==> src/rtl/nz_addr_gen.sv <==
// Nonzero-address generator: scans a SPAD nonzero mask and issues up to MAC_DIM
// ascending entry indices per cycle. Optional macro NZ_ADDR_GEN_STATS_EN adds grp_count.
module nz_addr_gen #(
    parameter int MAC_DIM    = 5,
    parameter int SPAD_WIDTH = 64,
    parameter int ADDR_WIDTH = $clog2(SPAD_WIDTH)
) (
    input  logic                          clk,
    input  logic                          reset,
    input  logic                          start,
    input  logic [SPAD_WIDTH-1:0]         nz_mask,
    input  logic                          stall,
    output logic [ADDR_WIDTH*MAC_DIM-1:0] non_zero_add_out,
    output logic [2:0]                    non_zero_num,
    output logic                          acc,
    output logic                          done,
    output logic                          grp_vd,
    output logic                          busy
`ifdef NZ_ADDR_GEN_STATS_EN
    ,
    output logic [6:0]                    grp_count
`endif
);

    typedef enum logic {IDLE, SCAN} state_t;

    state_t                          state_q, state_d;
    logic [SPAD_WIDTH-1:0]           rem_q, rem_d;
    logic [ADDR_WIDTH*MAC_DIM-1:0]   addr_q, addr_d;
    logic [2:0]                      num_q, num_d;
    logic                            acc_q, acc_d;
    logic                            done_q, done_d;
    logic                            vd_q, vd_d;
    logic                            busy_q, busy_d;
    logic                            first_q, first_d;
`ifdef NZ_ADDR_GEN_STATS_EN
    logic [6:0]                      cnt_q, cnt_d;
`endif

    // Group extraction from the remaining mask
    logic [SPAD_WIDTH-1:0]           pick_mask;
    logic [ADDR_WIDTH*MAC_DIM-1:0]   grp_addr;
    logic [2:0]                      grp_num;
    logic [ADDR_WIDTH-1:0]           lane_idx;
    logic                            found;
    int                              grp_cnt;

    always_comb begin
        pick_mask = rem_q;
        grp_addr  = '0;
        grp_cnt   = 0;
        lane_idx  = '0;
        found     = 1'b0;
        for (int j = 0; j < MAC_DIM; j++) begin
            lane_idx = '0;
            found    = 1'b0;
            for (int i = 0; i < SPAD_WIDTH; i++) begin
                if (!found && pick_mask[i]) begin
                    lane_idx = ADDR_WIDTH'(i);
                    found    = 1'b1;
                end
            end
            if (found) begin
                grp_addr[j*ADDR_WIDTH +: ADDR_WIDTH] = lane_idx;
                // clear the lowest set bit just taken
                pick_mask = pick_mask & (pick_mask - SPAD_WIDTH'(1));
                grp_cnt   = grp_cnt + 1;
            end
        end
        grp_num = (grp_cnt == 0) ? 3'd0 : 3'(grp_cnt - 1);
    end

    // busy stays high through the cycle that shows done; the IDLE cycle that
    // follows clears it, which also blocks a start presented alongside done.
    always_comb begin
        state_d = state_q;
        rem_d   = rem_q;
        addr_d  = addr_q;
        num_d   = num_q;
        acc_d   = acc_q;
        done_d  = done_q;
        vd_d    = vd_q;
        busy_d  = busy_q;
        first_d = first_q;
`ifdef NZ_ADDR_GEN_STATS_EN
        cnt_d   = cnt_q;
`endif
        if (!stall) begin
            case (state_q)
                IDLE: begin
                    vd_d   = 1'b0;
                    done_d = 1'b0;
                    busy_d = 1'b0;
                    if (start && !busy_q) begin
                        rem_d   = nz_mask;
                        busy_d  = 1'b1;
                        first_d = 1'b1;
                        state_d = SCAN;
`ifdef NZ_ADDR_GEN_STATS_EN
                        cnt_d   = '0;
`endif
                    end
                end
                SCAN: begin
                    addr_d  = grp_addr;
                    num_d   = grp_num;
                    acc_d   = !first_q;
                    first_d = 1'b0;
                    vd_d    = 1'b1;
                    rem_d   = pick_mask;
                    done_d  = (pick_mask == '0);
`ifdef NZ_ADDR_GEN_STATS_EN
                    cnt_d   = cnt_q + 7'd1;
`endif
                    if (pick_mask == '0) state_d = IDLE;
                end
                default: state_d = IDLE;
            endcase
        end
    end

    always_ff @(posedge clk or posedge reset) begin
        if (reset) begin
            state_q <= IDLE;
            rem_q   <= '0;
            addr_q  <= '0;
            num_q   <= '0;
            acc_q   <= 1'b0;
            done_q  <= 1'b0;
            vd_q    <= 1'b0;
            busy_q  <= 1'b0;
            first_q <= 1'b0;
`ifdef NZ_ADDR_GEN_STATS_EN
            cnt_q   <= '0;
`endif
        end else begin
            state_q <= state_d;
            rem_q   <= rem_d;
            addr_q  <= addr_d;
            num_q   <= num_d;
            acc_q   <= acc_d;
            done_q  <= done_d;
            vd_q    <= vd_d;
            busy_q  <= busy_d;
            first_q <= first_d;
`ifdef NZ_ADDR_GEN_STATS_EN
            cnt_q   <= cnt_d;
`endif
        end
    end

    assign non_zero_add_out = addr_q;
    assign non_zero_num     = num_q;
    assign acc              = acc_q;
    assign done             = done_q;
    assign grp_vd           = vd_q;
    assign busy             = busy_q;
`ifdef NZ_ADDR_GEN_STATS_EN
    assign grp_count        = cnt_q;
`endif

endmodule

==> config.mk <==
export PLATFORM = sky130hd
export DESIGN_NAME = nz_addr_gen
export DESIGN_NICKNAME = d
export VERILOG_FILES = /design/src/rtl/nz_addr_gen.sv
export SDC_FILE = /design/constraint.sdc
export NUM_CORES = 1
export LEC_CHECK = 0
export BUFFER_PORTS_ARGS = -buffer_cell sky130_fd_sc_hd__buf_2
export CAP_MARGIN = 40
export CORE_MARGIN = 2
export CORE_UTILIZATION = 53
export CTS_CLUSTER_SIZE = 40
export DETAILED_ROUTE_END_ITERATION = 12
export PLACE_DENSITY = 0.8
export SYNTH_ARGS = -nofsm -noshare
export SYNTH_HDL_FRONTEND = slang
export SYNTH_SLANG_ARGS = --single-unit
==> constraint.sdc <==
create_clock -name clk -period 8.2 [get_ports clk]
set_input_delay 1.23 -clock clk [delete_from_list [all_inputs] [get_ports clk]]
set_output_delay 1.23 -clock clk [all_outputs]
set_load 0.1 [all_outputs]
==> flow_summary.json, run 1 <==
{
  "failed_stage": "global routing",
  "ys_warn_count": 0,
  "place_congestion": 1.45,
  "syn_inst": 2183,
  "overflow": 366,
  "synth.avg_cell_area_um2": 6.92,
  "error": "[ERROR GRT-0116] Global routing finished with congestion. Check the congestion regions in the DRC Viewer.",
  "grt.total_usage": 0.853,
  "cts_buffers": 9,
  "yosys_register_bits": 103,
  "synth.distinct_cells": 118,
  "netlist_area_mm2": 0.0151,
  "cts_root_buf": "clkbuf_16",
  "cts_sinks": 103,
  "row_count": 61,
  "htree_levels": 3,
  "grt_pass1_vias": 30251,
  "syn_nets": 2257,
  "outcome": "did not finish",
  "grt_pass1_wl_um": 197000,
  "ys.flop_type": "dfrtp_1",
  "ys_seq_area_frac": 0.171,
  "design.portCount": 105,
  "die_w_um": 173,
  "synthArstFlopShare": 1.00,
  "hpwl_um": 70100,
  "portBuffers": 104,
  "start_util": 0.541,
  "synth_edf_count": 0,
  "grt_max_degree": 64,
  "die_h_um": 173,
  "cts.path.max_buffers": 2
}
## stage by stage
stage / instance area, um^2 / setup WS (ps) / TNS [ps] / std cells / utilization
after detailed placement: 21100 / -593 / -7080 / 3249 / 0.757
after CTS: 22400 / -44.7 / -104 / 3310 / 0.802
after floorplan: 15400 / -36.1 / -36.1 / 2183 / -
after global placement: 21100 / -217 / -438 / 3249 / 0.757
## what timing repair did
action                                 4_1_cts
setup endpoints to repair                   52
pin swaps                                   54
endpoints found under the hold margin        0
gates resized for setup                    120
hold buffers                                 0
buffers inserted                            45
## metal layers
layer  GRT usage  GRT overflow
met1       0.842            26
met2       0.943           174
met3       0.797            44
met4       0.832           116
met5       0.636             6
## kinds of logic after synthesis
logic type / Yosys count / synth area share
xor+xnor: 10 / 0.00579
buf+inv: 153 / 0.0455
compound gates: 892 / 0.409
simple gates: 987 / 0.342
fa+ha+maj: 20 / 0.0145
flops: 103 / 0.171
mux: 18 / 0.0122
## synthesized netlist by cell type, types with 12 or more instances
cell	count	share of area
nand2_1	299	0.074
nor2_1	215	0.053
a21oi_1	189	0.063
o21ai_0	177	0.059
dfrtp_1	103	0.17
nand3_1	85	0.028
nor3_1	78	0.026
clkbuf_1	75	0.019
a31oi_1	56	0.023
o31ai_1	55	0.027
a21o_1	45	0.022
nand4_1	38	0.016
nor4_1	32	0.013
buf_2	31	0.010
inv_1	27	0.0067
o21a_1	27	0.013
or3_1	27	0.011
and2_1	25	0.010
o211ai_1	25	0.012
a211oi_1	24	0.012
or4_1	24	0.012
and3_1	22	0.0091
o221ai_1	22	0.013
or2_2	20	0.0083
nand2b_1	19	0.0079
o22ai_1	17	0.0070
o31a_1	17	0.0098
and4_1	16	0.0093
a31o_2	15	0.0087
mux2i_1	15	0.0099
a211o_1	14	0.0081
a41oi_1	13	0.0075
a22oi_1	12	0.0060
==> run 2: changes to the inputs <==
- CORE_UTILIZATION: 53 -> 38
- CTS_CLUSTER_SIZE: 40 -> default
- PLACE_DENSITY: 0.8 -> default
- PLACE_DENSITY_LB_ADDON: default -> 0.15
- clock period: 8.2 -> 10.65 ns (I/O delays scaled with it)
==> flow_summary.json, run 2 <==
{
  "outcome": "finished clean",
  "final_common_cell": "nand2_1",
  "timing_max_transition_violations_final": 0,
  "viasPerCell": 7.19,
  "synth_top_area_cell": "dfrtp_1",
  "hold_buffers": 0,
  "cap_violations": 0,
  "hold_ws_ps": 476,
  "start_kind": "flip-flop",
  "clk_pin_slew_ps": 90,
  "die_h_um": 203,
  "synth.distinct_cells": 118,
  "path_max_fanout": 18,
  "worstPathRequired_ps": 11000,
  "dieArea_mm2": 0.0414,
  "antenna_found_initial": 7,
  "synth.avg_cell_area_um2": 6.92,
  "crit_top_cell": "or4_1",
  "worst_pin_slew_ps": 944,
  "synth.most_common_cell": "nand2_1",
  "cts_buffers": 9,
  "min-delay-start": "non_zero_add_out[28]",
  "worst-path-buf-inv": 3,
  "arrival_ps": 10740,
  "r2r-end": "done",
  "start_util": 0.383,
  "nets": 2489,
  "dp_cells": 2922,
  "hpwl_um": 77600,
  "core_mm2": 0.0395,
  "synth_area_leaders": "dfrtp_1 17%, nand2_1 7.4%, a21oi_1 6.3%, o21ai_0 5.9%, nor2_1 5.3%",
  "fin_ws_ps": 266,
  "cts_sinks": 103,
  "finalHoldViolCount": 0,
  "clk_latency_ps": 430,
  "cpLargestDelayFamily": "simple AND/OR/NAND/NOR gates",
  "drive_gt1_frac": 0.207,
  "final_antenna_net_count": 0,
  "htree_levels": 3,
  "overflow": 0,
  "critPathSlowestCell": "or4_1",
  "min_period_ps": 10380,
  "ys_warn_count": 0,
  "hold_end": "non_zero_add_out[28]",
  "ys.flop_type": "dfrtp_1",
  "min_period_over_period": 0.975,
  "portBuffers": 104,
  "worstHoldPathCells": 2,
  "critPathMaxStageDelay_ps": 730,
  "setup_viol": 0,
  "grt_pass1_vias": 19461,
  "synth_top_area_share": 0.171,
  "die_w_um": 203,
  "yosys_register_bits": 103,
  "cts_root_buf": "clkbuf_16",
  "skew_ps": 24.5,
  "wl_um": 95100,
  "mostFrequentLayoutCells": "299 x nand2_1, 232 x buf_4, 212 x nor2_1, 189 x a21oi_1, 175 x o21ai_0",
  "grt_pass1_wl_um": 136000,
  "row_count": 73,
  "grt.total_usage": 0.450,
  "wl_per_cell_um": 32.2,
  "worstHoldPathType": "reg2reg",
  "ys_top_cells_by_count": "299 x nand2_1, 215 x nor2_1, 189 x a21oi_1, 177 x o21ai_0, 103 x dfrtp_1",
  "design.portCount": 105,
  "fillers": 4160,
  "vias": 21212,
  "syn_nets": 2257,
  "synthArstFlopShare": 1.00,
  "drc": 0,
  "syn2layout_area_growth_pct": 18.7,
  "largest_reg_flops": 64,
  "ys_seq_area_frac": 0.171,
  "end_kind": "flip-flop",
  "netlist_area_mm2": 0.0151,
  "fmax_mhz": 96.3,
  "grt_max_degree": 63,
  "firstDrtPassIters": 8,
  "cts_tree": "done",
  "grt_setup_unrepaired": "no",
  "drt_iter0_drc": 3645,
  "regMostFlops": "rem_q",
  "synth_edf_count": 0,
  "place_congestion": 1.16,
  "crit_type": "reg2reg",
  "timing.rr.start": "rem_q[43]",
  "cts.path.max_buffers": 2,
  "post-place-ws_ps": 137,
  "syn_inst": 2183,
  "fin_cells": 2950,
  "ff2ff_path_depth": 27,
  "reg2reg_slack_ps": 270,
  "slew_headroom": 0.367
}
## run 2: cell counts after synthesis
Identical to the previous run, type by type.
## run 2: kinds of logic after synthesis
family                   Yosys count  share of synthesized area
AO/OA/AOI/OAI                    892                      0.409
XOR/XNOR                          10                    0.00579
adder cells (fa/ha/maj)           20                     0.0145
buffers and inverters            153                     0.0455
flip-flops                       103                      0.171
multiplexers                      18                     0.0122
AND/OR/NAND/NOR                  987                      0.342
## run 2: final cells by class
class,count,area [um^2],area share
multi-input combinational,1927,11900,0.665
sequential,103,2580,0.144
timing repair buffer,345,2330,0.130
tap,525,657,0.0366
clock buffer,9,225,0.0125
inverter,29,111,0.00620
clock inverter,7,98.8,0.00551
antenna,5,12.5,0.000697
## run 2: per-stage QoR
step	cell area, um^2	util	TNS (ps)
global route	17900	0.455	0
CTS	17800	0.452	0
floorplan	15100	-	0
global placement	17400	0.442	-384
finish	17900	0.455	0
detailed placement	17500	0.444	0
## run 2: worst max path at each step
| stage | startpoint | to | slack [ps] | cells past startpoint |
|---|---|---|---|---|
| floorplan | rem_q[44] | state_q | 2240 | 33 |
| global placement | rem_q[27] | done | -190 | 27 |
| detailed placement | rem_q[27] | state_q | 140 | 27 |
| CTS | rem_q[27] | state_q | 70 | 27 |
| global route | rem_q[2] | state_q | 50 | 30 |
| finish | rem_q[43] | done | 270 | 27 |
## run 2: metal layers
metal	vias up	GRT usage	routed length (um)
met5	-	0	25
met4	4	0.224	6000
met3	375	0.144	12600
met2	1769	0.680	39800
met1	10063	0.576	36800
li1	9001	-	-
## run 2: worst min-delay path, stage by stage (launching register included)
cell and delay [ps]:
dfrtp_1 350, nand2_1 50, nand2_1 50
## run 2: repair_timing
item / in CTS / in global routing
buffers inserted: 0 / 6
hold endpoints to repair: 0 / 0
setup endpoints to repair: 0 / 20
gates resized for setup: 0 / 9
Power of run 2 is not shown: default switching activity piles up to over one toggle a cycle in this logic, so the estimate is an artifact.
